## config.mk

```make
export PLATFORM = sky130hd
export DESIGN_NAME = seg_scan_driver
export DESIGN_NICKNAME = d
export VERILOG_FILES = /design/src/rtl/seg_scan_pkg.sv /design/src/rtl/seg_scan_timer.sv /design/src/rtl/seg_scan_driver.sv
export SDC_FILE = /design/constraint.sdc
export NUM_CORES = 1
export LEC_CHECK = 0
export ABC_AREA = 1
export CAP_MARGIN = 20
export CORE_AREA = 2 2 114 72
export DETAILED_ROUTE_END_ITERATION = 8
export DIE_AREA = 0 0 116 74
export PLACE_DENSITY_LB_ADDON = 0.15
export SLEW_MARGIN = 10
export SYNTH_ARGS = -nofsm -noshare
export SYNTH_HDL_FRONTEND = slang
export SYNTH_SLANG_ARGS = --single-unit
```

## constraint.sdc

```tcl
create_clock -name clk -period 2.55 [get_ports clk]
set_clock_uncertainty 0.1 [all_clocks]
set_input_delay 0.51 -clock clk [delete_from_list [all_inputs] [get_ports clk]]
set_output_delay 0.51 -clock clk [all_outputs]
set_load 0.05 [all_outputs]
```

## src/rtl/seg_scan_pkg.sv

```systemverilog
// Shared display types and constants for the 4-digit scan path.
// Latency: none (declarations only).
// Backpressure: none.
package seg_scan_pkg;

    localparam int         SEG_DIGITS = 4;
    localparam logic [3:0] AN_OFF     = 4'b1111;

    typedef struct packed {
        logic [15:0] data;
        logic [3:0]  point;
        logic [3:0]  blank;
    } disp_t;

    localparam disp_t PEND_RST   = '{data: 16'h0000, point: 4'h0, blank: 4'h0};
    localparam disp_t SHADOW_RST = '{data: 16'h0000, point: 4'h0, blank: 4'hF};

    // Active-low one-hot digit enable for a slot index.
    function automatic logic [3:0] an_for(input logic [1:0] idx);
        return ~(4'b0001 << idx);
    endfunction

endpackage

```

## src/rtl/seg_scan_timer.sv

```systemverilog
// Slot counter (cnt 0..DIV-1) and digit index generator with frame-boundary and guard flags.
// Latency: flags are combinational from the registered counters.
// Backpressure: none; i_en low holds both counters at 0 and makes every cycle a boundary.
module seg_scan_timer
    import seg_scan_pkg::*;
#(
    parameter int DIV   = 25000,
    parameter int GUARD = 16
) (
    input  logic       clk,
    input  logic       rst_n,
    input  logic       i_en,
    output logic [1:0] o_idx,
    output logic       o_boundary,
    output logic       o_guard
);

    localparam int             CW        = (DIV > 1) ? $clog2(DIV) : 1;
    localparam logic [CW-1:0]  CNT_MAX   = CW'(DIV - 1);
    localparam logic [CW-1:0]  CNT_GUARD = CW'(GUARD);
    localparam logic [1:0]     IDX_LAST  = 2'(SEG_DIGITS - 1);

    logic [CW-1:0] r_cnt;
    logic [1:0]    r_idx;
    logic          w_wrap;

    assign w_wrap = (r_cnt == CNT_MAX);

    always_ff @(posedge clk or negedge rst_n) begin
        if (!rst_n) begin
            r_cnt <= '0;
            r_idx <= 2'd0;
        end else if (!i_en) begin
            r_cnt <= '0;
            r_idx <= 2'd0;
        end else if (w_wrap) begin
            r_cnt <= '0;
            r_idx <= r_idx + 2'd1;
        end else begin
            r_cnt <= r_cnt + 1'b1;
        end
    end

    // With scanning stopped every cycle counts as a boundary so loads commit at once.
    assign o_boundary = !i_en || (w_wrap && (r_idx == IDX_LAST));
    assign o_guard    = (r_cnt < CNT_GUARD);
    assign o_idx      = r_idx;

endmodule

```

## src/rtl/seg_scan_driver.sv

```systemverilog
// 4-digit multiplexed 7-seg scan driver with frame-aligned double-buffered value update.
// Latency: outputs registered one cycle after the cnt/idx/shadow state; FRAME the cycle after commit.
// Backpressure: none; LOAD accepted every cycle, a later LOAD before commit overwrites pending.
module seg_scan_driver
    import seg_scan_pkg::*;
#(
    parameter int DIV   = 25000,
    parameter int GUARD = 16
) (
    input  logic        clk,
    input  logic        rst_n,
    input  logic        EN,
    input  logic [15:0] DATA,
    input  logic [3:0]  POINT_IN,
    input  logic [3:0]  BLANK_IN,
    input  logic        LOAD,
    output logic [3:0]  AN,
    output logic [3:0]  NIBBLE,
    output logic        LE,
    output logic        POINT,
    output logic        FRAME
);

    logic [1:0] w_idx;
    logic       w_boundary;
    logic       w_guard;
    logic       w_commit;
    disp_t      w_load_val;
    disp_t      w_commit_val;

    disp_t      r_pending;
    disp_t      r_shadow;
    logic       r_pend;
    logic       r_frame;
    logic [3:0] r_an;
    logic [3:0] r_nibble;
    logic       r_le;
    logic       r_point;

    seg_scan_timer #(
        .DIV   (DIV),
        .GUARD (GUARD)
    ) u_timer (
        .clk        (clk),
        .rst_n      (rst_n),
        .i_en       (EN),
        .o_idx      (w_idx),
        .o_boundary (w_boundary),
        .o_guard    (w_guard)
    );

    assign w_load_val   = '{data: DATA, point: POINT_IN, blank: BLANK_IN};
    // A LOAD landing on the boundary cycle bypasses pending and commits directly.
    assign w_commit     = w_boundary && (r_pend || LOAD);
    assign w_commit_val = LOAD ? w_load_val : r_pending;

    always_ff @(posedge clk or negedge rst_n) begin
        if (!rst_n) begin
            r_pending <= PEND_RST;
            r_pend    <= 1'b0;
            r_shadow  <= SHADOW_RST;
            r_frame   <= 1'b0;
        end else begin
            if (LOAD) begin
                r_pending <= w_load_val;
            end
            r_pend <= (r_pend || LOAD) && !w_commit;
            if (w_commit) begin
                r_shadow <= w_commit_val;
            end
            r_frame <= w_commit;
        end
    end

    // Enables and decoder inputs update on the same edge; guard keeps digits dark while data settles.
    always_ff @(posedge clk or negedge rst_n) begin
        if (!rst_n) begin
            r_an     <= AN_OFF;
            r_nibble <= 4'h0;
            r_le     <= 1'b1;
            r_point  <= 1'b0;
        end else begin
            r_an     <= (!EN || w_guard) ? AN_OFF : an_for(w_idx);
            r_nibble <= r_shadow.data[{w_idx, 2'b00} +: 4];
            r_le     <= r_shadow.blank[w_idx];
            r_point  <= r_shadow.point[w_idx];
        end
    end

    assign AN     = r_an;
    assign NIBBLE = r_nibble;
    assign LE     = r_le;
    assign POINT  = r_point;
    assign FRAME  = r_frame;

endmodule

```

# --- Word-level counts from Yosys, hierarchy flattened ---
# Cells that the tools add are included.
word_totals:
  register_bits: 77
  input_bits: 28
  out_inout_bits: 11
  word_cells: 42
op_classes:
  addsub: 2
  order_cmp: 2
  n_eq_ne: 3
  shift: 2
  n_mux: 10
  bitwise: 1
  n_reduce_logical: 8
ops:
  columns: ["operator", "n"]
  rows:
  - ["2-to-1 mux 15 bit", 2]
  - ["2-to-1 mux 24 bit", 1]
  - ["indexed part select 16 x 5 -> 4 bit", 1]
  - ["adder 15 x 1 -> 15 bit (second input constant)", 1]
  - ["equality test 15 bit (second input constant)", 1]
  - ["< comparator 15 x 5 -> 1 bit (second input constant)", 1]
  - ["binary-select mux 1 bit (select 2 bit)", 2]
  - ["2-to-1 mux 2 bit", 2]
  - ["2-to-1 mux 4 bit", 1]
  - ["NOT 4 bit", 1]
  - ["left shift 1 x 2 -> 4 bit (first input constant)", 1]
  - ["logical AND 1 bit", 3]
  - ["logical OR 1 bit", 3]
  - ["< comparator 2 x 3 -> 1 bit (second input constant)", 1]
  - ["adder 2 x 1 -> 2 bit (second input constant)", 1]
  - ["equality test 2 bit (second input constant)", 1]
  - ["logical NOT 1 bit", 2]
  - ["2-to-1 mux 1 bit", 2]
  - ["inequality test 2 x 1 -> 1 bit (second input constant)", 1]

# --- Longest topological paths before layout ---
logic_depth:
  ltp_word: 6
  depth_mapped: 10
  depth_no_buf: 9

# --- Modules after synthesis ---
# A second synthesis with hierarchy kept.
hier_totals:
  hier_cells: 411
  area_unflattened_um2: 3472.1
by_module_without_submodules:
  columns: ["module", "n_inst", "cells_per_inst", "area_per_inst_um2", "seq_area_each_um2"]
  rows:
  - ["seg_scan_driver", 1, 284, 2461.1, 1512.7]
  - ["seg_scan_timer", 1, 127, 1011.0, 425.4]

# --- Least setup slack after synthesis ---
# Ideal clock, no wire load.
synth_path:
  path_type: "reg2reg"
  startpoint: "register u_timer.r_cnt[0]"
  endpoint: "register r_shadow[19] (netlist bit)"
  setup_ps: 117
  arrival_time_ps: 1273
  required_ps: 2333
  path_slack_ps: 1060
  path_stages_with_launch: 10
  path_buffers: 2
  synth_period_minus_slack_ps: 1490
  cell_sequence: "dfrtp_1 ha_1 nand2_1 nor2_2 nand2_1 nand2_2 buf_12 buf_12 nand4_1 nand2_1"
synth_between:
  elab_chain_cells: 4
synth_lines:
  columns: ["element", "line_no", "rtl"]
  rows:
  - ["start: declaration", "seg_scan_timer.sv:23", "logic [CW-1:0] r_cnt;"]
  - ["start signal: assignment", "seg_scan_timer.sv:40", "r_cnt <= r_cnt + 1'b1;"]
  - ["equality test 15 bit", "seg_scan_timer.sv:27", "assign w_wrap = (r_cnt == CNT_MAX);"]
  - ["logical AND 1 bit", "seg_scan_timer.sv:45", "assign o_boundary = !i_en || (w_wrap && (r_idx == IDX_LAST));"]
  - ["logical OR 1 bit", "seg_scan_timer.sv:45", null]
  - ["logical AND 1 bit", "seg_scan_driver.sv:54", "assign w_commit = w_boundary && (r_pend || LOAD);"]
  - ["end signal: assignment", "seg_scan_driver.sv:69", "r_shadow <= w_commit_val;"]
  - ["end: declaration", "seg_scan_driver.sv:32", "disp_t r_shadow;"]
# Every way passes these cells.
# A chain may end at the register's enable or synchronous reset.

# --- Final worst setup path ---
layout_path:
  startpoint: "register r_an[3], in the netlist AN[3]"
  endpoint: "output port AN[3]"
layout_rtl:
  columns: ["element", "line_no", "rtl"]
  rows:
  - ["start: declaration", "seg_scan_driver.sv:35", "logic [3:0] r_an;"]
  - ["start signal: assignment", "seg_scan_driver.sv:83", "r_an <= (!EN || w_guard) ? AN_OFF : an_for(w_idx);"]
  - ["end: declaration", "seg_scan_driver.sv:17", "output logic [3:0] AN,"]
# No word-level cell between the ends.

==> impl_metrics.toml <==
[worst_setup_path]
r2r_slack_ns = 0.71
path_buf_inv = 1
reg2reg_to = "r_shadow[20]"
crit_end = "AN[3]"
crit_type = "reg -> out"
cp-start-kind = "flop"
slowest_delay_ns = 0.81
worstPathArrival_ns = 1.66
r2r-start = "u_timer.r_cnt[0]"
path_delay_family = "buffers and inverters"
worst_path_max_delay_cell = "clkdlybuf4s50_1"
crit_start = "AN[3]"
worstPathRequired_ns = 1.94
r2r_cells = 8
cp_cell_sequence = "clkdlybuf4s50_1"
crit_path_max_fanout = 1
critical_path_depth = 1
end_kind = "primary output"

[yosys]
synth_seq_area_share_pct = 56.62
synth.area.top_cells = "dfrtp_1, nand2_1, dfstp_2"
synth_seq_cells = 77
synth.avg_cell_area_um2 = 9.032
post-synth-top-area-fraction_pct = 49.71
synth_nets = 412
syn_inst = 379
ys_warn_count = 0
synth_area_leader_cell = "dfrtp_1"
ys_types = 30
syn_area_um2 = 3423

[timing]
finalHoldViolations = 0
finalSetupViolCount = 0
fin_ws_ns = 0.2751
min_period_over_period_pct = 89.21
tightestPinTransition_ns = 0.5224
fin_crit_ns = 2.275
slew_viol_final = 0
rsz0062_at_grt = "false"
setup_tns_ns = 0
relSlewSlack_pct = 65.06
max_freq_mhz = 439.6

[clock_tree]
root_buffer = "clkbuf_16"
cts_resized = 0
cts_setup_buffers = 0
cts_tree = "yes"
clock_latency_ns = 0.33
clockBufferDepth = 2
clk_pin_slew_ns = 0.06
clkSinkCount = 77
cts_max_level = 3
numCtsBuffers = 9
hold_buffers = 0

[route]
vias_per_cell = 5.036
wl_per_cell_um = 14.13
drt-pass1-iter-count = 5
ant_nets = 0
drt_iter0_markers = 158
drc = 0
dr_total_vias = 2684
finalWirelength_um = 7532

[grt]
track_usage_pct = 19.70
grt_max_degree = 41
grt.overflow.total = 0
first_global_vias = 2526
grt_first_pass_wirelength_um = 12730
antenna_found_initial = 0

[run]
cap_violations = 0

[floorplan]
core_area_um2 = 7570
die_x_um = 116
fp.dieH_um = 74
start_util_pct = 45.22
dieArea_um2 = 8584
row_count = 25
io_pins = 39

[power_and_ir_drop]
power_frac_seq_pct = 44.6
switching_share_pct = 27.97
power.internal_mw = 2.337
vdd_drop_max_uv = 361.2
switching_power_mw = 0.9071
power_density_nw_per_um2 = 780.8
power_frac_comb_pct = 16.7
p_leak_nw = 2.000
p_clk_share_pct = 38.7

[placed_design]
portBuffers = 38
dp_slack_ns = 0.3762
dp_hpwl_um = 5061
gp_congestion = 0.8591
postPlaceCellArea_um2 = 3861

[layout]
antenna_cells = 0
areaGrowthSynthToFinish_pct = 21.34
num-nets-final = 453
drive_gt1_share_pct = 11.06
fin_area_um2 = 4154

[run_status]
outcome = "finished clean"

[worst_hold_path]
hold_path_class = "in -> async"
[final cells by class]
cell class / instances / area (um^2)
Clock buffer: 11 / 232.7
Clock inverter: 5 / 60.06
Fill cell: 727 / 3416
Inverter: 16 / 60.06
Multi-Input combinational cell: 268 / 1250
Sequential cell: 77 / 1938
Tap cell: 108 / 135.1
Timing Repair Buffer: 48 / 478.0
[sequential cells by signal, summed over array words and instances, names as in the netlist]
register	flops
POINT	1
AN	4
LE	1
r_pend	1
NIBBLE	4
u_timer.o_idx	2
r_shadow	24
FRAME	1
u_timer.r_cnt	15
r_pending	24
[metal layers]
layer	share of wire [%]	GRT usage, %	up-vias
li1	-	-	1310
met1	52	30.43	1278
met2	40	27.23	89
met3	7.0	5.542	7
met4	1.0	5.423	0
met5	0	0	-
[logic make-up (layout without fill, tap and decap cells)]
logic type	Yosys count	after routing	share of synthesized area (%)
xor+xnor	4	4	1.024
compound gates	29	29	4.642
buf+inv	34	80	6.871
simple gates	230	230	29.02
flops	77	77	56.62
fa+ha+maj	5	5	1.827
[power groups by stage]
stage | sequential, mW | clock (mW) | combinational (mW)
detailed placement | 1.46 | 0 | 0.547
CTS | 1.45 | 1.29 | 0.547
finish | 1.45 | 1.26 | 0.542
global placement | 1.46 | 0 | 0.535
global route | 1.46 | 1.34 | 0.601
floorplan | 1.56 | 0 | 0.240
[worst min-delay path by stage]
stage	slack, ns	startpoint	cells past startpoint	endpoint
after floorplan	0.11	rst_n	0	FRAME
after global placement	0.35	r_shadow[16]	2	r_shadow[16]
after detailed placement	0.35	r_shadow[13]	2	r_shadow[13]
after CTS	0.07	rst_n	1	r_pending[23]
after global routing	0.09	rst_n	1	r_pending[3]
final	0.05	rst_n	1	r_pending[7]
[metrics by stage]
step / utilization, % / hold slack (ns) / instances / total power [mW]
2_1_floorplan: - / 0.1144 / 379 / 1.804
3_5_place_dp: 51.01 / 0.3530 / 517 / 2.011
3_3_place_gp: 51.01 / 0.3522 / 517 / 1.997
6_report: 54.88 / 0.05227 / 533 / 3.244
4_1_cts: 54.88 / 0.06629 / 533 / 3.283
5_1_grt: 54.88 / 0.08533 / 533 / 3.402
[cell usage in the layout, fill, tap and decap left out, types with 3 or more instances in the layout]
cell type,instances
dfstp_2,9
ha_1,5
clkbuf_16,9
nand2_2,4
buf_4,9
o22ai_1,6
a21oi_1,5
nand3_1,7
dfrtp_1,68
nand4_1,25
inv_1,13
clkdlybuf4s50_1,37
nor2_1,42
o21ai_0,15
inv_2,3
xor2_1,3
nand2_1,142
[cells in the mapped netlist, drive strengths merged]
| cell type | n |
|---|---|
| nand2 | 146 |
| dfrtp | 68 |
| nor2 | 46 |
| nand4 | 25 |
| inv | 16 |
| o21ai | 15 |
| buf | 13 |
| dfstp | 9 |
| nand3 | 8 |
| o22ai | 6 |
| a21oi | 5 |
| clkbuf | 5 |
| ha | 5 |
| nor3 | 3 |
| xor2 | 3 |
| o21a | 2 |
| a31oi | 1 |
| nor3b | 1 |
| or2 | 1 |
| xnor2 | 1 |
Note: power is estimated with default switching activity, not from simulation.
